==> src/rtl/demux_pkg.sv <==
// Shared parameters and encodings for the buffered 1-to-2 demux.
// Latency: n/a (types and constants only).
// Backpressure: n/a.
package demux_pkg;

  localparam int DATA_W_DEF = 32;
  localparam int DEPTH_DEF  = 2;
  localparam int CNT_W_DEF  = 8;
  localparam int LVL_W      = 2;

  // Destination select carried on in_sel
  typedef enum logic {
    PORT_A = 1'b0,
    PORT_B = 1'b1
  } port_sel_e;

endpackage

==> src/rtl/fifo2.sv <==
// Two-entry queue: two entry registers, 1-bit read/write pointers, 2-bit level.
// Latency: a word pushed at edge N is at the head after edge N.
// Backpressure: push ignored when full, pop ignored when empty; caller gates both.
module fifo2
  import demux_pkg::*;
#(
  parameter int DATA_W = DATA_W_DEF,
  parameter int DEPTH  = DEPTH_DEF
) (
  input  logic              clk,
  input  logic              rst_n,
  input  logic              push,
  input  logic              pop,
  input  logic [DATA_W-1:0] din,
  output logic [DATA_W-1:0] dout,
  output logic              full,
  output logic              empty,
  output logic [LVL_W-1:0]  level
);

  logic [DATA_W-1:0] r_mem [2];
  logic              r_rd;
  logic              r_wr;
  logic [LVL_W-1:0]  r_level;
  logic              w_push;
  logic              w_pop;

  assign full   = (r_level == LVL_W'(DEPTH));
  assign empty  = (r_level == '0);
  assign level  = r_level;
  assign dout   = r_mem[r_rd];
  // Defensive guards so the queue state can never over/underflow
  assign w_push = push & ~full;
  assign w_pop  = pop & ~empty;

  // Entry storage, pointer wrap (1 -> 0 by inversion) and occupancy tracking
  always_ff @(posedge clk or negedge rst_n) begin
    if (!rst_n) begin
      for (int i = 0; i < 2; i++) r_mem[i] <= '0;
      r_rd    <= 1'b0;
      r_wr    <= 1'b0;
      r_level <= '0;
    end else begin
      if (w_push) begin
        r_mem[r_wr] <= din;
        r_wr        <= ~r_wr;
      end
      if (w_pop) begin
        r_rd <= ~r_rd;
      end
      case ({w_push, w_pop})
        2'b10:   r_level <= r_level + LVL_W'(1);
        2'b01:   r_level <= r_level - LVL_W'(1);
        default: r_level <= r_level;
      endcase
    end
  end

endmodule

==> src/rtl/buf_demux_32.sv <==
// Buffered 1-to-2 demux: routes upstream words to port A or B through a 2-deep queue each.
// Latency: one cycle from upstream accept to x_valid; no combinational in-to-out path.
// Backpressure: in_ready follows only the selected queue's full flag, so a stalled port never blocks the other.
module buf_demux_32
  import demux_pkg::*;
#(
  parameter int DATA_W = DATA_W_DEF,
  parameter int DEPTH  = DEPTH_DEF,
  parameter int CNT_W  = CNT_W_DEF
) (
  input  logic              clk,
  input  logic              rst_n,
  input  logic              in_valid,
  output logic              in_ready,
  input  logic [DATA_W-1:0] in_data,
  input  logic              in_sel,
  output logic              a_valid,
  input  logic              a_ready,
  output logic [DATA_W-1:0] a_data,
  output logic              b_valid,
  input  logic              b_ready,
  output logic [DATA_W-1:0] b_data,
  output logic [LVL_W-1:0]  a_level,
  output logic [LVL_W-1:0]  b_level,
  output logic [CNT_W-1:0]  a_count,
  output logic [CNT_W-1:0]  b_count
);

  logic             w_a_full;
  logic             w_b_full;
  logic             w_a_empty;
  logic             w_b_empty;
  logic             w_sel_b;
  logic             w_accept;
  logic             w_a_push;
  logic             w_b_push;
  logic             w_a_pop;
  logic             w_b_pop;
  logic [CNT_W-1:0] r_a_count;
  logic [CNT_W-1:0] r_b_count;

  // Select decode; in_ready deliberately ignores a_ready/b_ready, so a full
  // queue refuses a word even in the cycle it is draining.
  assign w_sel_b  = (port_sel_e'(in_sel) == PORT_B);
  assign in_ready = w_sel_b ? ~w_b_full : ~w_a_full;
  assign w_accept = in_valid & in_ready;
  assign w_a_push = w_accept & ~w_sel_b;
  assign w_b_push = w_accept &  w_sel_b;

  assign a_valid  = ~w_a_empty;
  assign b_valid  = ~w_b_empty;
  assign w_a_pop  = a_valid & a_ready;
  assign w_b_pop  = b_valid & b_ready;
  assign a_count  = r_a_count;
  assign b_count  = r_b_count;

  fifo2 #(.DATA_W(DATA_W), .DEPTH(DEPTH)) u_q_a (
    .clk   (clk),
    .rst_n (rst_n),
    .push  (w_a_push),
    .pop   (w_a_pop),
    .din   (in_data),
    .dout  (a_data),
    .full  (w_a_full),
    .empty (w_a_empty),
    .level (a_level)
  );

  fifo2 #(.DATA_W(DATA_W), .DEPTH(DEPTH)) u_q_b (
    .clk   (clk),
    .rst_n (rst_n),
    .push  (w_b_push),
    .pop   (w_b_pop),
    .din   (in_data),
    .dout  (b_data),
    .full  (w_b_full),
    .empty (w_b_empty),
    .level (b_level)
  );

  // Delivered-word counters, free-running with natural wrap
  always_ff @(posedge clk or negedge rst_n) begin
    if (!rst_n) begin
      r_a_count <= '0;
      r_b_count <= '0;
    end else begin
      if (w_a_pop) r_a_count <= r_a_count + CNT_W'(1);
      if (w_b_pop) r_b_count <= r_b_count + CNT_W'(1);
    end
  end

endmodule

==> config.mk <==
export PLATFORM = sky130hd
export DESIGN_NAME = buf_demux_32
export DESIGN_NICKNAME = d
export VERILOG_FILES = /design/src/rtl/demux_pkg.sv /design/src/rtl/fifo2.sv /design/src/rtl/buf_demux_32.sv
export SDC_FILE = /design/constraint.sdc
export NUM_CORES = 1
export LEC_CHECK = 0
export BUFFER_PORTS_ARGS = -buffer_cell sky130_fd_sc_hd__buf_2
export CAP_MARGIN = 10
export CORE_UTILIZATION = 49
export CTS_CLUSTER_SIZE = 30
export DETAILED_ROUTE_END_ITERATION = 10
export PLACE_DENSITY = 0.72
export SYNTH_ARGS = -nofsm -noshare
export SYNTH_HDL_FRONTEND = slang
export SYNTH_HIERARCHICAL = 1
export SYNTH_SLANG_ARGS = --single-unit
==> constraint.sdc <==
create_clock -name clk -period 2.15 [get_ports clk]
set_input_delay 0.43 -clock clk [delete_from_list [all_inputs] [get_ports clk]]
set_output_delay 0.43 -clock clk [all_outputs]
set_load 0.05 [all_outputs]
# Yosys cells after proc, flatten, opt, wreduce, memory -nomap -nowiden
# Cells that the tools add are included.
# op_classes
n_addsub	6
mul	0
div_mod_pow	0
order_cmp	6
eq_ne	6
shifts	0
mux	15
bitwise_logic	22
reduce_logical	6
# ops
operator	count
32-bit two-way mux	8
64-bit bitwise mux	2
32-bit demux with 1-bit select	2
8-bit by 1-bit adder with 8-bit output, second input constant	2
1-bit bitwise AND	9
1-bit NOT	9
2-bit equality test, second input constant	4
2-bit >= comparator, second input constant	4
1-bit NOT with 2-bit output	4
2-bit one-hot mux with 2 select lines	2
2-bit by 1-bit adder with 2-bit output, second input constant	2
2-bit by 1-bit equality test with 1-bit output, second input constant	2
2-bit zero test	2
2-bit by 1-bit < comparator with 1-bit output, second input constant	2
2-bit nonzero test	2
2-bit by 1-bit subtractor with 2-bit output, second input constant	2
1-bit logical AND	2
1-bit two-way mux	1
# word_totals
reg_bits	152
latch_bits	0
ramBits	0
mem_bits_ro	0
inputBits	38
word_cells	73
mem_count	0

# Longest topological paths before layout
# depth
depth_word	8
mapped_depth	8

# Hierarchy
# Netlist, hierarchy kept.
# modules_own_cells
module	instances	cells_per_inst	area_each_um2
fifo2	2	189	3002.9
buf_demux_32	1	61	728.2

# Worst setup path after synthesis
# Ideal clock, no wire load.
# synth_timing
path_kind	reg-to-reg
from	reg u_q_a.r_level[0], in the netlist u_q_a/level[0]
to	reg u_q_a/r_mem[10] in the netlist's numbering
arrival_ns	2.105
setup_slack_ns	-0.080
path_stages_with_launch	8
period_less_slack_ns	2.230
cell_sequence	dfrtp_1 nand2b_4 inv_2 nor3b_1 and3_2 clkbuf_2 clkbuf_8 mux2_2
# synth_between
elab_chain_len	6
# synth_rtl
item	line	text
start, declared	fifo2.sv:24	logic [LVL_W-1:0] r_level;
start signal, assigned	fifo2.sv:52	2'b10: r_level <= r_level + LVL_W'(1);
start signal, assigned	fifo2.sv:53	2'b01: r_level <= r_level - LVL_W'(1);
start signal, assigned	fifo2.sv:54	default: r_level <= r_level;
2-bit equality test	fifo2.sv:28	assign full = (r_level == LVL_W'(DEPTH));
named net w_a_full	buf_demux_32.sv:29	logic w_a_full;
1-bit NOT	buf_demux_32.sv:45	assign in_ready = w_sel_b ? ~w_b_full : ~w_a_full;
1-bit two-way mux	buf_demux_32.sv:45	
1-bit bitwise AND	buf_demux_32.sv:46	assign w_accept = in_valid & in_ready;
1-bit bitwise AND	buf_demux_32.sv:47	assign w_a_push = w_accept & ~w_sel_b;
named net w_a_push	buf_demux_32.sv:35	logic w_a_push;
1-bit bitwise AND	fifo2.sv:33	assign w_push = push & ~full;
end signal, assigned by index	fifo2.sv:45	r_mem[r_wr] <= din;
end, declared	fifo2.sv:21	logic [DATA_W-1:0] r_mem [2];
# The timed path passes the listed nets, and every way through them passes these cells.
# A chain may end at the register's enable or synchronous reset.

# Final worst setup path
# layout_timing
from	reg u_q_a.r_rd
to	out a_data[24]
# layout_between
elab_chain_len	4
# layout_rtl
item	line	text
start, declared	fifo2.sv:22	logic r_rd;
start signal, assigned	fifo2.sv:49	r_rd <= ~r_rd;
1-bit NOT with 2-bit output (implied by the code)	fifo2.sv:31	assign dout = r_mem[r_rd];
32-bit two-way mux (implied by the code) (3 in a row)	fifo2.sv:31	
end, declared	buf_demux_32.sv:19	output logic [DATA_W-1:0] a_data,
# No other way between the ends. The select of a mux whose other input is x is not followed.

==> load_flow_metrics.sql <==
INSERT INTO impl_metrics (metric_group, metric, value, unit) VALUES
('status', 'status', 'finished clean', ''),
('sta', 'hold_ws', '0.00548', 'ns'),
('logic_synthesis', 'ys_types', '27', ''),
('route', 'detailedRoute.firstIterationViolations', '151', ''),
('logic_synthesis', 'synthesis.nets', '481', ''),
('sta', 'period_needed', '2.08', 'ns'),
('route', 'drt_first_pass_iters', '6', ''),
('sta', 'final.setup.worst_slack', '0.0741', 'ns'),
('layout', 'final_util', '61.3', '%'),
('clocking', 'clk_root_buffer_cell', 'sky130_fd_sc_hd__clkbuf_16', ''),
('placed_design', 'dpl_worst_slack', '0.172', 'ns'),
('clocking', 'clk_pin_slew_worst_paths', '0.06', 'ns'),
('clocking', 'cts_hold_buf', '0', ''),
('worst_setup_path', 'worstSetupStartpointType', 'flip-flop', ''),
('floorplan', 'die_area', '14200', 'um^2'),
('layout', 'layout.filler_cells', '1060', ''),
('route', 'detail_route.drc_violations', '0', ''),
('clocking', 'clock_latency', '0.41', 'ns'),
('logic_synthesis', 'post_synthesis_cell_area', '6730', 'um^2'),
('sta', 'skew', '0.00830', 'ns'),
('worst_setup_path', 'cp_data_required_time', '1.72', 'ns'),
('clocking', 'cts_setup_buffers', '0', ''),
('sta', 'setup_viol', '0', ''),
('placed_design', 'placement.io_buffers', '124', ''),
('hold_path', 'hp-class', 'input pin to asynchronous set/reset pin', ''),
('global_route', 'grt_usage', '20.1', '%'),
('worst_setup_path', 'slowest_stage', 'sky130_fd_sc_hd__mux2_2', ''),
('global_route', 'globalRouteOverflowTotal', '0', ''),
('clocking', 'ctsHtreeMaxLevel', '4', ''),
('floorplan', 'initial_utilization', '50.4', '%'),
('global_route', 'grt_pass1_vias', '4307', ''),
('clocking', 'longest_clk_path_bufs', '2', ''),
('placed_design', 'place_hpwl', '8.88', 'mm'),
('placed_design', 'final_weighted_congestion_in_routability_driven_placement', '0.702', ''),
('route', 'wl_per_cell', '17.4', 'um'),
('route', 'ant_nets', '0', ''),
('logic_synthesis', 'yosys_warnings', '6', ''),
('floorplan', 'site_row_count', '42', ''),
('sta', 'report.final.slew_viol_count', '0', ''),
('logic_synthesis', 'synth-seq-area-share', '56.5', '%'),
('worst_setup_path', 'cp_data_arrival_time', '1.65', 'ns'),
('global_route', 'grt_start_max_net_pins', '62', ''),
('clocking', 'cts_num_sinks', '152', ''),
('global_route', 'initial_antenna_violation_count', '0', ''),
('floorplan', 'core_area', '13300', 'um^2'),
('sta', 'setup_tns', '0', 'ns'),
('sta', 'max-slew-margin-rel', '59.3', '%'),
('job', 'max-cap-violations', '0', ''),
('clocking', 'tritoncts.num_buffers', '17', ''),
('logic_synthesis', 'synth_area_per_cell', '15.3', 'um^2'),
('route', 'viasPerCell', '5.18', ''),
('worst_setup_path', 'cp_cell_sequence', 'buf_4 > mux2_2 > buf_2', ''),
('floorplan', 'chipHeight', '119', 'um'),
('sta', 'max_fclk', '482', 'MHz'),
('layout', 'final_cell_mix', 'sky130_fd_sc_hd__mux2_2 (184), sky130_fd_sc_hd__dfrtp_1 (149), sky130_fd_sc_hd__buf_2 (123), sky130_fd_sc_hd__xnor2_1 (18), sky130_fd_sc_hd__clkbuf_16 (17)', ''),
('layout', 'final_net_count', '616', ''),
('global_route', 'grt_pass1_wl', '21.9', 'mm'),
('route', 'wl', '13.3', 'mm'),
('layout', 'area_delta_synth_final', '21.5', '%'),
('layout', 'antenna_cells_inserted', '0', ''),
('clocking', 'cts_tree', 'done', ''),
('logic_synthesis', 'ys_seq_elements', '152', ''),
('worst_setup_path', 'crit_family', 'buffers and inverters', ''),
('sta', 'timing.final.crit_share', '96.6', '%'),
('sta', 'grt_setup_unrepaired', 'no', ''),
('sta', 'hold_viol_final', '0', ''),
('worst_setup_path', 'path_buf_inv', '2', ''),
('logic_synthesis', 'post_synthesis_cell_count', '439', ''),
('layout', 'drive_gt1_share', '62.5', '%'),
('floorplan', 'io-pin-count', '125', ''),
('floorplan', 'die-width', '119', 'um'),
('worst_setup_path', 'critical_path_class', 'flip-flop to output pin', ''),
('layout', 'final_common_cell', 'sky130_fd_sc_hd__mux2_2', ''),
('route', 'vias_post_dr', '3948', ''),
('worst_setup_path', 'crit_fanout', '19', ''),
('worst_setup_path', 'critical_path.max_stage_delay', '0.39', 'ns'),
('worst_setup_path', 'critical_path.endpoint_type', 'output pin', ''),
('sta', 'slew_at_the_pin_closest_to_its_max_slew_limit', '0.611', 'ns');
through the flow:
stage | instances | cell area, um^2
2_1_floorplan | 439 | 6740
3_3_place_gp | 731 | 7560
3_5_place_dp | 731 | 7560
4_1_cts | 762 | 8180
5_1_grt | 762 | 8180
6_report | 762 | 8180
state kept, by name (all words and copies together), names as in the netlist, 2 cells and up:
name         count
u_q_b/r_mem     64
b_count          8
a_count          8
u_q_b/level      2
u_q_a/level      2
u_q_a/r_mem     64
layout make-up:
cell class | count | area [um^2] | area share (%)
clock buffer | 22 | 464 | 5.67
clock inverter | 9 | 148 | 1.80
inverter | 5 | 18.8 | 0.229
timing repair buffer | 139 | 806 | 9.85
sequential | 152 | 3810 | 46.5
tap | 176 | 220 | 2.69
multi-input combinational | 259 | 2720 | 33.2
path summary, 6_finish.rpt:
check                           slack [ns]                          end  depth (start not counted)                        from
worst max-delay path                  0.07                   a_data[24]                          3      u_q_a/r_rd$_DFFE_PN0P_
worst min-delay path                 0.005       a_count[7]$_DFFE_PN0P_                          1                       rst_n
worst max register to register        0.17  u_q_a/r_mem[43]$_DFFE_PN0P_                          6  u_q_a/level[0]$_DFFE_PN0P_
worst min register to register        0.47       a_count[7]$_DFFE_PN0P_                          1      a_count[7]$_DFFE_PN0P_
max in group asynchronous             1.54       b_count[6]$_DFFE_PN0P_                          2                       rst_n
min in group clk                      0.28  u_q_b/r_mem[44]$_DFFE_PN0P_                          2                 in_data[12]
synth_stat cells (all sizes together):
master,count,area [um^2]
buf,12,97.6
or3b,1,8.76
dfrtp,152,3800
nand3b,1,7.51
xnor2,18,158
clkbuf,11,104
mux2,194,2190
mux2i,1,10.0
nand2,7,26.3
and4b,2,20.0
nand4,6,37.5
nand2b,2,27.5
xor2,6,52.6
inv,5,18.8
nor2b,4,25.0
and3,4,27.5
ha,4,50.1
nor3b,3,45.1
nor2,6,22.5
worst register-to-register path, delay by kind of cell, from the launching register on:
family / cells / cell delay [ns]
AND/OR/NAND/NOR: 3 / 0.76
flip-flops: 1 / 0.41
multiplexers: 1 / 0.39
buffers and inverters: 2 / 0.31
cells by family after synthesis:
logic type | synth area share [%]
simple gates | 3.68
flops | 56.5
xor+xnor | 3.12
buf+inv | 3.27
mux | 32.7
fa+ha+maj | 0.743
what timing repair did:
item	4_1_cts	5_1_grt
endpoints found under the setup margin	5	1
endpoints found under the hold margin	0	0
gates resized for setup	1	1
routing by layer:
metal	global-route usage, %	vias up	part of all wire (%)
li1	-	1823	-
met1	25.8	2029	45
met2	33.1	85	50
met3	5.17	11	3.7
met4	6.57	0	0.85
met5	0	-	0
Power is left out: the tool's default activity adds up to more than one toggle a clock period on the data nets, which glitch-free logic cannot reach.
